**src/rtl/icache_axi_rd_bridge.sv**
```systemverilog
// Read-only bridge from the I-cache refill/uncached port to AXI4 AR/R channels.
// One request at a time becomes a single INCR burst; beats are returned registered.
module icache_axi_rd_bridge #(
  parameter int              ID_W   = 4,
  parameter logic [ID_W-1:0] AXI_ID = '0
) (
  input  logic            clock,
  input  logic            reset,
  input  logic            rd_req,
  input  logic [2:0]      rd_type,
  input  logic [31:0]     rd_addr,
  output logic            rd_rdy,
  output logic            ret_valid,
  output logic            ret_last,
  output logic [63:0]     ret_data,
  output logic            ret_err,
  output logic            arvalid,
  input  logic            arready,
  output logic [31:0]     araddr,
  output logic [ID_W-1:0] arid,
  output logic [7:0]      arlen,
  output logic [2:0]      arsize,
  output logic [1:0]      arburst,
  input  logic            rvalid,
  output logic            rready,
  input  logic [63:0]     rdata,
  input  logic [1:0]      rresp,
  input  logic            rlast
);

  typedef enum logic [1:0] {IDLE, AR, R} state_t;

  state_t     state, state_nxt;
  logic [7:0] beat_cnt;
  logic       beat;
  logic       beat_is_last;

  assign beat         = rvalid & rready;
  assign beat_is_last = (beat_cnt == arlen);
  assign arburst      = 2'b01;
  assign arid         = AXI_ID;

  always_ff @(posedge clock) begin
    if (reset) state <= IDLE;
    else       state <= state_nxt;
  end

  always_comb begin
    state_nxt = state;
    rd_rdy    = 1'b0;
    arvalid   = 1'b0;
    rready    = 1'b0;
    case (state)
      IDLE: begin
        rd_rdy = 1'b1;
        if (rd_req) state_nxt = AR;
      end
      AR: begin
        arvalid = 1'b1;
        if (arready) state_nxt = R;
      end
      R: begin
        rready = 1'b1;
        if (beat && beat_is_last) state_nxt = IDLE;
      end
      default: state_nxt = IDLE;
    endcase
  end

  // AR fields are captured once at acceptance, so they stay stable while arready is low.
  always_ff @(posedge clock) begin
    if (reset) begin
      araddr <= '0;
      arlen  <= '0;
      arsize <= '0;
    end else if (state == IDLE && rd_req) begin
      if (rd_type[2]) begin
        araddr <= {rd_addr[31:4], 4'h0};
        arlen  <= 8'd1;
        arsize <= 3'd3;
      end else begin
        araddr <= rd_addr;
        arlen  <= 8'd0;
        arsize <= {1'b0, rd_type[1:0]};
      end
    end
  end

  always_ff @(posedge clock) begin
    if (reset)                beat_cnt <= '0;
    else if (state == IDLE)   beat_cnt <= '0;
    else if (beat)            beat_cnt <= beat_cnt + 8'd1;
  end

  // ret_last follows our own beat count; an rlast that disagrees is flagged as an error.
  always_ff @(posedge clock) begin
    if (reset) begin
      ret_valid <= 1'b0;
      ret_last  <= 1'b0;
      ret_err   <= 1'b0;
      ret_data  <= '0;
    end else begin
      ret_valid <= beat;
      ret_last  <= beat & beat_is_last;
      ret_err   <= beat & ((rresp != 2'b00) | (rlast != beat_is_last));
      if (beat) ret_data <= rdata;
    end
  end

endmodule
```
**config.mk**
```make
export PLATFORM = sky130hd
export DESIGN_NAME = icache_axi_rd_bridge
export DESIGN_NICKNAME = d
export VERILOG_FILES = /design/src/rtl/icache_axi_rd_bridge.sv
export SDC_FILE = /design/constraint.sdc
export NUM_CORES = 1
export LEC_CHECK = 0
export CAP_MARGIN = 25
export CORE_ASPECT_RATIO = 1.2
export CORE_MARGIN = 1.5
export CORE_UTILIZATION = 39
export CTS_CLUSTER_SIZE = 16
export DETAILED_ROUTE_END_ITERATION = 16
export GPL_TIMING_DRIVEN = 0
export PLACE_DENSITY_LB_ADDON = 0.08
export SYNTH_ARGS = -nofsm -noshare
export SYNTH_HDL_FRONTEND = slang
export SYNTH_SLANG_ARGS = --single-unit
```
**constraint.sdc**
```tcl
create_clock -name clock -period 1.7 [get_ports clock]
set_input_delay 0.17 -clock clock [delete_from_list [all_inputs] [get_ports clock]]
set_output_delay 0.17 -clock clock [all_outputs]
set_load 0.01 [all_outputs]
```
---- Word-level counts from Yosys, hierarchy flattened ----
Index checks and enable logic that the tools add are counted.
cells by class
  eq/ne operators ......................... 7
  mux-type cells .......................... 10
  reduce and logical (&&, ||, !) cells .... 6
  bitwise operators ....................... 4
  $add $sub $neg .......................... 1
operators with widths
  cell                 number
  $add 8x1->8 const B  1
  $eq 8x8->1           1
  $mux 2               4
  $ne 2x2->1 const B   3
  $pmux 2 s3           1
  $mux 1               4
  $mux 4               1
  $and 1x1->1          3
  $reduce_and 3->1     1
  $eq 2x1->1 const B   1
  $eq 2x2->1 const B   1
  $logic_and 1x1->1    2
  $logic_not 2->1      1
  $reduce_bool 2->1    1
  $reduce_or 2->1      1
  $ne 1x1->1           1
  $or 1x1->1           1
storage, ports and cells
  logic and storage cells ................. 37
  output and inout port bits .............. 119
  register bits after elaboration ......... 120

---- Longest topological paths before layout ----
  depth in word-level cells ............... 6
  gate-level depth with buffers ........... 6
  gate-level depth less buffers ........... 4

---- Worst setup path before layout ----
No wires, ideal clock.
  kind .................................... flip-flop to flip-flop
  start ................................... reg beat_cnt[3]
  end ..................................... reg ret_err
  slack ................................... 176 ps
  path buffers ............................ 0
  library setup time ...................... 125 ps
  arrival ................................. 1,399 ps
  cell stages (with the launch flop) ...... 4
  path through ............................ dfxtp_1 -> or4_4 -> o31a_1 -> o41a_1
between the ends
  cells in the longest elaborated chain, start to end .. 4
ends and longest elaborated chain
  what                    RTL line  RTL
  start, declared         34        logic [7:0] beat_cnt;
  start signal, assigned  92        else if (beat) beat_cnt <= beat_cnt + 8'd1;
  $eq 8x8->1              39        assign beat_is_last = (beat_cnt == arlen);
  $ne 1x1->1              105       ret_err <= beat & ((rresp != 2'b00) | (rlast != beat_is_last));
  $or 1x1->1              105
  $and 1x1->1             105
  end signal, assigned    105
  end, declared           16        output logic ret_err,
No other way between the ends.
A chain may end at the register's enable or synchronous reset.

---- Worst setup path in the final report ----
Ends and elaborated chain as after synthesis.

==> flow_metrics.tcl <==
set metrics [dict create \
    grt_pass1_vias 4093 \
    avgSynthCellArea_um2 7.99 \
    ff2ff_setup_slack_ns 0.08 \
    cts.clk_slew.worst_paths_ns 0.07 \
    critPathMaxStageDelay_ns 0.58 \
    wl_mm 11.9 \
    vias 4155 \
    htree_levels 3 \
    route.met3.wl_um 924 \
    synth_top_cells_by_area "dfxtp_1, nand2_1, a21oi_1, buf_4, clkbuf_1" \
    start_kind "flop" \
    finalCriticalPeriod_ns 1.62 \
    grt_pass1_wl_mm 19.2 \
    drive_gt1_frac 0.0678 \
    synth_ff_type "dfxtp_1" \
    placedCellCount 863 \
    hold_viol_final 0 \
    die_w_um 96.7 \
    clock_latency_ns 0.34 \
    drt_iter0_markers 171 \
    crit_end "ret_err$_SDFF_PP0_" \
    place_congestion 0.744 \
    dr.pass1.iters 4 \
    end_kind "flop" \
    synth_warnings 0 \
    async_reset_ff_frac 0 \
    fin_nets 857 \
    min_period_over_period 0.950 \
    startpoint "beat_cnt[3]$_SDFFE_PP0P_" \
    num_rows 40 \
    path_cells "or4_4 -> o31a_1 -> o41a_1" \
    cap_viol_max_count 0 \
    wl_per_cell_um 13.5 \
    critPathBufInv 0 \
    crit_path_top_delay_cell "or4_4" \
    grt_use_total 0.213 \
    path_class "reg -> reg" \
    slew_violations 0 \
    antenna_cells 0 \
    reg2reg_from "beat_cnt[3]$_SDFFE_PP0P_" \
    worstPathMaxFanout 6 \
    core-area_um2 10100 \
    cp.required_ns 1.93 \
    cts_root_buffer "clkbuf_16" \
    hold_path_class "in -> reg" \
    vias_per_cell 4.73 \
    fmax_ghz 0.619 \
    grt_remaining_overflow 0 \
    syn_inst 514 \
    port_buffers 211 \
    antenna_found_initial 0 \
    peakVddDrop_mv 0.483 \
    yosys.area.top_type "dfxtp_1" \
    powerDensity_nw_per_um2 808 \
    fp.dieArea_um2 11200 \
    stdcell_area_um2 6700 \
    drc 0 \
    dp_hpwl_mm 9.09 \
    synth-edff-count 0 \
    wl_met1_mm 4.52 \
    seq_area_frac_synth 0.546 \
    synth-seq-cells 112 \
    p_leak_nw 2.41 \
    place_area_um2 6420 \
    netlist_area_um2 4110 \
    r2r-end "ret_err$_SDFF_PP0_" \
    ant_nets 0 \
    numCtsBuffers 9 \
    crit_family "simple AND/OR/NAND/NOR gates" \
    status "complete, no violations" \
    area_growth_pct 63.2 \
    die_h_um 115 \
    yosysUniqueCellTypes 35 \
    grt_max_degree 16 \
    cts_sinks 112 \
    reg2reg_depth 3 \
    cts_tree "yes" \
    fin_tns_setup_ns 0 \
    finClkSkew_ns 0.00271 \
    start_util 0.406 \
    cts_buffer_depth 2 \
    setup_viol 0 \
    layout.cells.non_filler 878 \
    wl_met2_mm 6.14 \
    ios 226 \
    fin_util 0.663 \
    cp.arrival_ns 1.84 \
    top_layer "met4" \
    fin_hold_ws_ns 0.369 \
    critical_path_depth 3 \
    synth_top_area_frac 0.546 \
]
## power by group
part	leakage, nW	total, mW	internal (mW)	switching (mW)
sequential	0.909	2.74	2.70	0.0390
clock	0.126	1.91	1.02	0.889
combinational	1.38	0.766	0.451	0.315
## Yosys cell counts, types with 2 or more instances
cell / count
buf_2: 8
inv_1: 3
nor3_1: 4
or4_1: 2
nand3b_1: 5
a21oi_1: 104
buf_4: 15
clkbuf_1: 26
o31ai_1: 2
conb_1: 2
xnor2_1: 2
nor2b_1: 2
dfxtp_1: 112
o21ai_0: 2
nand2b_1: 2
nand2_1: 196
nor4_1: 2
or3_1: 3
nor2_1: 6
## worst min-delay path: stages
cell	delay (ns)
clkdlybuf4s50_1	0.39
nand2_1	0.05
a21oi_1	0.05
## state kept, by name (all words and copies together) (netlist names)
| register | flops |
|---|---|
| ret_data | 64 |
| araddr | 32 |
| beat_cnt | 8 |
| arsize | 2 |
| state | 2 |
| arlen | 1 |
| ret_err | 1 |
| ret_last | 1 |
| ret_valid | 1 |
## per-layer routing
metal  up-vias  track usage
met2       141        0.391
met5         -            0
li1       2112            -
met1      1880        0.225
met4         0       0.0860
met3        22       0.0730
## worst min-delay path by stage
stage	start	to	cells after the start
6_report	rdata[11]	ret_data[11]$_SDFFE_PP0P_	3
5_1_grt	rdata[58]	ret_data[58]$_SDFFE_PP0P_	3
4_1_cts	rdata[63]	ret_data[63]$_SDFFE_PP0P_	3
3_5_place_dp	araddr[0]$_SDFFE_PP0P_	araddr[0]$_SDFFE_PP0P_	2
3_3_place_gp	araddr[3]$_SDFFE_PP0P_	araddr[3]$_SDFFE_PP0P_	2
2_1_floorplan	reset	ret_valid$_SDFF_PP0_	1
## placed cells by master, fill, tap and decap left out, types with 4 or more instances in the layout
cell	n
buf_4	16
buf_2	10
nor3_1	4
conb_1	14
nand3b_1	5
clkbuf_16	9
clkdlybuf4s50_1	208
clkbuf_2	8
nor2_1	6
clkbuf_1	18
a21oi_1	104
dfxtp_1	112
nand2_1	196
## layout make-up
class	instances	area (µm²)
Clock buffer	13	250
Tap cell	126	158
Timing Repair Buffer	212	2120
Buffer	49	267
Fill cell	857	3410
Clock inverter	1	5.00
Multi-Input combinational cell	362	1660
Sequential cell	112	2240
Inverter	3	11.3
## cells by family after synthesis
group | Yosys count | share of synthesized area
AND/OR/NAND/NOR | 231 | 0.235
AO/OA/AOI/OAI | 112 | 0.142
flip-flops | 112 | 0.546
buffers and inverters | 52 | 0.0637
XOR/XNOR | 3 | 0.00640
other | 2 | 0.00183
adder cells (fa/ha/maj) | 1 | 0.00305
multiplexers | 1 | 0.00244
## repair_timing
| action | in CTS | in global routing |
|---|---|---|
| setup buffers | 0 | 1 |
| hold buffers | 0 | 0 |
| gates resized for setup | 10 | 13 |
| pin swaps | 0 | 0 |
| setup endpoints to repair | 37 | 60 |
## metrics by stage
step | worst slack, ns | power [mW]
2_1_floorplan | 0.176 | 3.09
5_1_grt | -0.00657 | 5.66
4_1_cts | 0.0270 | 5.46
3_3_place_gp | -0.272 | 3.55
3_5_place_dp | -0.271 | 3.57
6_report | 0.0842 | 5.42
(Power assumes the default switching activity.)
